$ cat src/rtl/ni_tx_packetizer.sv
// Network-interface transmitter: turns a packet command plus payload words into
// head/body/tail flits for a router local port using a req/ack handshake.
module ni_tx_packetizer #(
    parameter int SRC_ID  = 1,
    parameter int MAX_LEN = 255
) (
    input  logic        clk,
    input  logic        rst,
    input  logic        pkt_valid,
    output logic        pkt_ready,
    input  logic [3:0]  pkt_dst,
    input  logic [7:0]  pkt_len,
    input  logic        data_valid,
    output logic        data_ready,
    input  logic [31:0] data_in,
    output logic [33:0] out_flit,
    output logic        out_req,
    input  logic        in_ack,
    output logic        busy,
    output logic [15:0] pkt_sent
);
    localparam logic [1:0] FT_HEAD   = 2'b10;
    localparam logic [1:0] FT_BODY   = 2'b00;
    localparam logic [1:0] FT_TAIL   = 2'b01;
    localparam logic [1:0] FT_SINGLE = 2'b11;
    localparam logic [3:0] SRC       = 4'(SRC_ID);
    localparam logic [7:0] LEN_MAX   = 8'(MAX_LEN);

    typedef enum logic [1:0] {IDLE, HEAD, PAYLOAD} state_t;

    state_t      state_reg, state_next;
    logic [33:0] flit_reg, flit_next;
    logic        req_reg, req_next;
    logic [7:0]  len_reg, len_next;
    logic [7:0]  loaded_reg, loaded_next;
    logic [15:0] sent_reg, sent_next;
    logic [7:0]  len_clamped;
    logic        ack;
    logic        load;

    always_ff @(posedge clk or posedge rst) begin
        if (rst) begin
            state_reg  <= IDLE;
            flit_reg   <= '0;
            req_reg    <= 1'b0;
            len_reg    <= '0;
            loaded_reg <= '0;
            sent_reg   <= '0;
        end else begin
            state_reg  <= state_next;
            flit_reg   <= flit_next;
            req_reg    <= req_next;
            len_reg    <= len_next;
            loaded_reg <= loaded_next;
            sent_reg   <= sent_next;
        end
    end

    always_comb begin
        state_next  = state_reg;
        flit_next   = flit_reg;
        req_next    = req_reg;
        len_next    = len_reg;
        loaded_next = loaded_reg;
        sent_next   = sent_reg;

        len_clamped = ({24'd0, pkt_len} > MAX_LEN) ? LEN_MAX : pkt_len;
        ack         = req_reg && in_ack;
        pkt_ready   = (state_reg == IDLE);
        // A new word may only enter the output register once the current flit leaves it.
        data_ready  = (state_reg != IDLE) && (loaded_reg < len_reg) && (!req_reg || in_ack);
        load        = data_valid && data_ready;

        case (state_reg)
            IDLE: begin
                if (pkt_valid) begin
                    len_next    = len_clamped;
                    loaded_next = '0;
                    flit_next   = {(len_clamped == 8'd0) ? FT_SINGLE : FT_HEAD,
                                   SRC, pkt_dst, len_clamped, 16'h0000};
                    req_next    = 1'b1;
                    state_next  = HEAD;
                end
            end
            HEAD: begin
                if (ack) begin
                    if (len_reg == 8'd0) begin
                        sent_next  = sent_reg + 16'd1;
                        state_next = IDLE;
                    end else begin
                        state_next = PAYLOAD;
                    end
                end
            end
            PAYLOAD: begin
                if (ack && flit_reg[33:32] == FT_TAIL) begin
                    sent_next  = sent_reg + 16'd1;
                    state_next = IDLE;
                end
            end
            default: state_next = IDLE;
        endcase

        // A load replaces the acked flit in the same edge; an ack alone leaves a bubble.
        if (load) begin
            flit_next   = {(loaded_reg + 8'd1 == len_reg) ? FT_TAIL : FT_BODY, data_in};
            req_next    = 1'b1;
            loaded_next = loaded_reg + 8'd1;
        end else if (ack) begin
            req_next = 1'b0;
        end
    end

    assign out_flit = flit_reg;
    assign out_req  = req_reg;
    assign busy     = (state_reg != IDLE);
    assign pkt_sent = sent_reg;

endmodule
$ cat config.mk
export PLATFORM = sky130hd
export DESIGN_NAME = ni_tx_packetizer
export DESIGN_NICKNAME = d
export VERILOG_FILES = /design/src/rtl/ni_tx_packetizer.sv
export SDC_FILE = /design/constraint.sdc
export NUM_CORES = 1
export LEC_CHECK = 0
export BUFFER_PORTS_ARGS = -buffer_cell sky130_fd_sc_hd__buf_4
export CAP_MARGIN = 30
export CELL_PAD_IN_SITES_DETAIL_PLACEMENT = 1
export CELL_PAD_IN_SITES_GLOBAL_PLACEMENT = 1
export CORE_UTILIZATION = 38
export CTS_CLUSTER_DIAMETER = 60
export CTS_CLUSTER_SIZE = 40
export DETAILED_ROUTE_END_ITERATION = 12
export MAX_ROUTING_LAYER = met4
export PLACE_DENSITY = 0.76
export SETUP_SLACK_MARGIN = 0.15
export SYNTH_ARGS = -nofsm -noshare
export SYNTH_HDL_FRONTEND = slang
export SYNTH_SLANG_ARGS = --single-unit
$ cat constraint.sdc
create_clock -name clk -period 2.35 [get_ports clk]
set_input_delay 0.1175 -clock clk [delete_from_list [all_inputs] [get_ports clk]]
set_output_delay 0.1175 -clock clk [all_outputs]
set_load 0.005 [all_outputs]
; Yosys cells after proc, flatten, opt, wreduce, memory -nomap -nowiden
; Cells that the tools add are included.
[word_totals]
register_bits = 69
elab_cells = 59
[op_classes]
magnitude_cmp = 1
reduce_logical = 21
addsub = 2
eq_ne = 8
n_mux = 21
[ops]
columns = op, count
row1 = 2-to-1 mux 34 bit, 3
row2 = 2-to-1 mux 16 bit, 3
row3 = one-hot mux 16 bit (2 select lines), 1
row4 = 2-to-1 mux 8 bit, 3
row5 = "adder 16 x 1 -> 16 bit, second input constant", 1
row6 = logical NOT 8 bit, 2
row7 = "adder 8 x 1 -> 8 bit, second input constant", 1
row8 = == test 8 bit, 1
row9 = less-than comparator 8 bit, 1
row10 = 2-to-1 mux 2 bit, 4
row11 = "!= test 2 bit, second input constant", 4
row12 = nonzero test 2 bit, 4
row13 = 2-to-1 mux 1 bit, 6
row14 = one-hot mux 2 bit (3 select lines), 1
row15 = AND reduction 2 bit, 3
row16 = nonzero test 3 bit, 2
row17 = logical AND 1 bit, 5
row18 = "== test 2 x 1 -> 1 bit, second input constant", 2
row19 = AND reduction 4 bit, 1
row20 = AND reduction 3 bit, 1
row21 = "== test 2 bit, second input constant", 1
row22 = logical NOT 2 bit, 1
row23 = logical NOT 1 bit, 1
row24 = logical OR 1 bit, 1

; Longest topological paths before layout
[logic_depth]
depth_word = 6
ltp_mapped = 10
ltp_nobuf = 8

; Worst setup path after synthesis
; OpenSTA, ideal clock, no wires.
[synth_timing]
path_type = register to register
start = reg len_reg[5]
end = reg flit_reg[10], in the netlist out_flit[10]
path_slack_ps = 305
t_required_ps = 2220
path_stages_with_launch = 11
t_arrival_ps = 1915
path_buffers = 2
setup_ps = 130
cell_sequence = dfrtp_1 > inv_1 > ha_1 > and4_1 > o21ai_0 > a21oi_1 > or3b_1 > buf_2 > buf_2 > nand3_1 > o21ai_0
[synth_between]
elab_chain_len = 6
word_cells_on_any_way = 8
classes_between = 1 x order compare / 1 x mux / 6 x reduce/logical
[synth_lines]
columns = element, line_no
row1 = "start, declared", 34  ; logic [7:0] len_reg, len_next;
row2 = "start signal, assigned", 53  ; len_reg <= len_next;
row3 = less-than comparator 8 bit *, 71  ; data_ready = (state_reg != IDLE) && (loaded_reg < len_reg) && (!req_reg || in_ack);
row4 = logical AND 1 bit * (2 in a row), 71
row5 = logical AND 1 bit *, 72  ; load = data_valid && data_ready;
row6 = nonzero test 2 bit (no source line), --
row7 = AND reduction 2 bit (no source line), --
row8 = "end signal, assigned", 51  ; flit_reg <= flit_next;
row9 = "end, declared", 32  ; logic [33:0] flit_reg, flit_next;
; Mark *: on every way between the ends. The rest lies on a longest branch, timed or not.
; A chain may end at the register's enable or synchronous reset.

; Final worst setup path
[layout_timing]
start = reg len_reg[4]
end = reg loaded_reg[2]
[layout_between]
elab_chain_len = 6
word_cells_on_any_way = 8
classes_between = 1 x order compare / 1 x mux / 6 x reduce/logical
[layout_lines]
columns = element, line_no
row1 = less-than comparator 8 bit *, 71
row2 = logical AND 1 bit * (2 in a row), 71
row3 = logical AND 1 bit *, 72
row4 = nonzero test 2 bit (no source line), --
row5 = AND reduction 2 bit (no source line), --
row6 = "end signal, assigned", 54  ; loaded_reg <= loaded_next;
row7 = "end, declared", 35  ; logic [7:0] loaded_reg, loaded_next;
; Marks and branches as above.

==> impl_metrics.csv <==
group,metric,value,unit
setup_path,cp.required,2630,ps
synthesis,synth_edf_count,0,
cells_and_area,nets,549,
timing,fin_setup_tns,0,ps
floorplanning,initial_core_util,0.394,
timing,rsz0062_at_grt,"yes",
timing,finalCritPeriodShare,0.895,
setup_path,r2r_cells,9,
timing,finalSetupViolCount,0,
synthesis,yosysMostFrequentCell,"dfrtp_1",
floorplanning,rows,34,
run_status,status,"completed",
global_routing,grt_overflow,0,
min_path,hold_class,"input port to flop",
floorplanning,die_h,97.3,um
global_routing,grt_pass1_vias,3374,
floorplanning,die_x,97.3,um
setup_path,cp.arrival,2390,ps
timing,hold_ws,14.5,ps
cells_and_area,area_delta_synth_final,39.8,%
floorplanning,ios,103,
clocking,clk_path_buf_depth,2,
timing,final.min_clock_period,2100,ps
global_routing,grt_antenna_before_repair,0,
placement,dp_cells,578,
routing,wirelength,10400,um
setup_path,reg2reg_to,"loaded_reg[2]",
timing,fmax,0.475,GHz
routing,drt-pass1-iter-count,4,
synthesis,synthFlopType,"dfrtp_1",
power,powerDensity,1040,nW/um2
power,p_leak,2.45,nW
synthesis,ys_seq_area_frac,0.500,
setup_path,cpMaxStageDelayCell,"or3b_4",
cells_and_area,drive_gt1_frac,0.345,
synthesis,syn_inst,367,
cells_and_area,seqCellArea,1730,um2
routing,final_antenna_net_count,0,
synthesis,yosysTopAreaCellShare,0.500,
clocking,cts_tree,"yes",
routing,vias,3166,
cells_and_area,largest_reg_flops,34,
cells_and_area,instances_no_fill,603,
synthesis,avgSynthCellArea,9.41,um2
setup_path,slowest_delay,460,ps
synthesis,synthArstFlopShare,1.00,
synthesis,synth.ff_latch_count,69,
floorplanning,coreArea,8760,um2
synthesis,synth_common_cells,"dfrtp_1, nand2_1, o21ai_0",
placement,portBuffers,102,
placement,hpwl,7200,um
cells_and_area,multiInputGateArea,1620,um2
setup_path,reg2reg_slack,250,ps
clocking,clock_latency,340,ps
cells_and_area,fillers,1017,
timing,worstMarginPinSlew,675,ps
setup_path,cp_cell_sequence,"inv_1 -> ha_1 -> and4_1 -> o21ai_2 -> a21oi_2 -> or3b_4 -> buf_12 -> nor3b_2 -> a211o_1",
clocking,clockRootBuffer,"clkbuf_8",
cells_and_area,n_antenna_cell,0,
synthesis,syn_area,3450,um2
global_routing,grt_pass1_wl,17000,um
synthesis,ys_types,43,
synthesis,yosysWarnings,0,
clocking,clock_sinks,69,
placement,place.gp.congestion,0.855,
flow_run,maxCapViolCount,0,
routing,wl_per_cell,17.2,um
synthesis,synth_top_cells_by_area,"dfrtp_1, o21ai_0, nand3_1",
power,ir_drop,0.413,mV
setup_path,cp_max_fo,25,
routing,first_iter_violations,104,
synthesis,synth_fp_nets,426,
timing,relSlewSlack,0.549,
timing,worst_clock_skew,7.82,ps
routing,drc,0,
setup_path,crit_path_start,"len_reg[4]",
setup_path,start_kind,"flop",
setup_path,path_class,"flop to flop",
min_path,hold_path_depth,2,
setup_path,worstSetupEndpoint,"loaded_reg[2]",
routing,viasPerCell,5.25,
timing,finalMaxSlewViolations,0,
global_routing,track_usage,0.231,
clocking,clkTransAtPathRegs,80,ps
timing,hold_violations,0,
setup_path,worst_setup_path_end_kind,"flop",
global_routing,grt_max_degree,41,
setup_path,rr_startpoint,"len_reg[4]",
cells_and_area,final_area,4820,um2
clocking,h-tree-depth,3,
placement,placed_area,4440,um2
cells_and_area,utilization,0.551,
floorplanning,dieArea,9470,um2
clocking,cts_buffers,9,
synthesis,synth_area_leader_cell,"dfrtp_1",
-- critical path, delay by kind of cell, from the launching register on --
kind / cells / cell delay [ps]
adders and majority gates: 1 / 310
and+or+nand+nor: 3 / 860
buffers and inverters: 2 / 240
AOI/OAI and AO/OA: 3 / 260
DFF: 1 / 350
-- cells by family after synthesis --
group,count (synthesis),synth area share
simple gates,139,0.212
fa+ha+maj,10,0.0362
buf+inv,53,0.0605
xor+xnor,19,0.0482
compound gates,75,0.136
mux,2,0.00652
flops,69,0.500
-- through the flow --
| step | setup slack, ps | power [mW] |
|---|---|---|
| after floorplan | 305 | 2.85 |
| after global placement | 88.4 | 3.78 |
| after detailed placement | -2.84 | 3.88 |
| after CTS | 159 | 4.94 |
| after global routing | 139 | 5.38 |
| final | 246 | 5.02 |
-- metal layers --
| metal | vias up | track usage | wire length (um) |
|---|---|---|---|
| li1 | 1510 | - | - |
| met3 | 15 | 0.0540 | 498 |
| met2 | 86 | 0.379 | 5190 |
| met1 | 1555 | 0.283 | 4540 |
| met5 | - | - | 0 |
| met4 | 0 | 0.0735 | 159 |
-- layout make-up --
| cell class | instances | area share |
|---|---|---|
| flip-flops and latches | 69 | 0.358 |
| multi-input cells | 245 | 0.335 |
| repair buffers | 130 | 0.212 |
| clock buffers | 12 | 0.0301 |
| well taps | 108 | 0.0280 |
| inverters | 35 | 0.0272 |
| clock inverters | 4 | 0.00985 |
-- cell usage in the layout, fill, tap and decap left out, types with 3 or more instances in the layout --
master	synthesis	routed
xor2_1	11	11
a21oi_1	9	6
dlygate4sd3_1	0	4
inv_1	35	33
nor2_1	25	25
and3_1	7	7
a31oi_1	9	9
clkbuf_8	0	10
dfrtp_1	69	69
and2_1	3	3
ha_1	10	8
nor3_2	6	7
buf_4	0	122
a221o_1	4	4
nand4_1	6	6
nand3_1	29	29
xnor2_1	8	8
a21oi_2	0	3
nand2_1	37	37
a211o_1	4	4
or3_1	3	3
o21ai_0	36	34
nor2b_1	4	4
-- where the power goes --
part	leakage [nW]	switching, mW	internal, mW	total, mW
sequential	0.881	0.293	1.57	1.86
clock	0.0964	0.455	0.517	0.972
combinational	1.48	1.10	1.09	2.19
total	2.45	1.85	3.17	5.02
-- timing repair --
action                     CTS  global route
hold buffers                 4             0
setup endpoints to repair   40            42
gates resized for setup      8            16
hold endpoints to repair    31             0
pin swaps                    1             3
buffers inserted             0             5
-- worst min-delay path by stage --
stage	from	to	slack [ps]
2_1_floorplan	in_ack	state_reg[0]	230
3_3_place_gp	rst	out_flit[5]	260
3_5_place_dp	rst	out_flit[11]	280
4_1_cts	pkt_dst[0]	out_flit[24]	5
5_1_grt	pkt_dst[0]	out_flit[24]	20
6_report	pkt_dst[1]	out_flit[25]	10
Power figures use the tool's default switching activity.
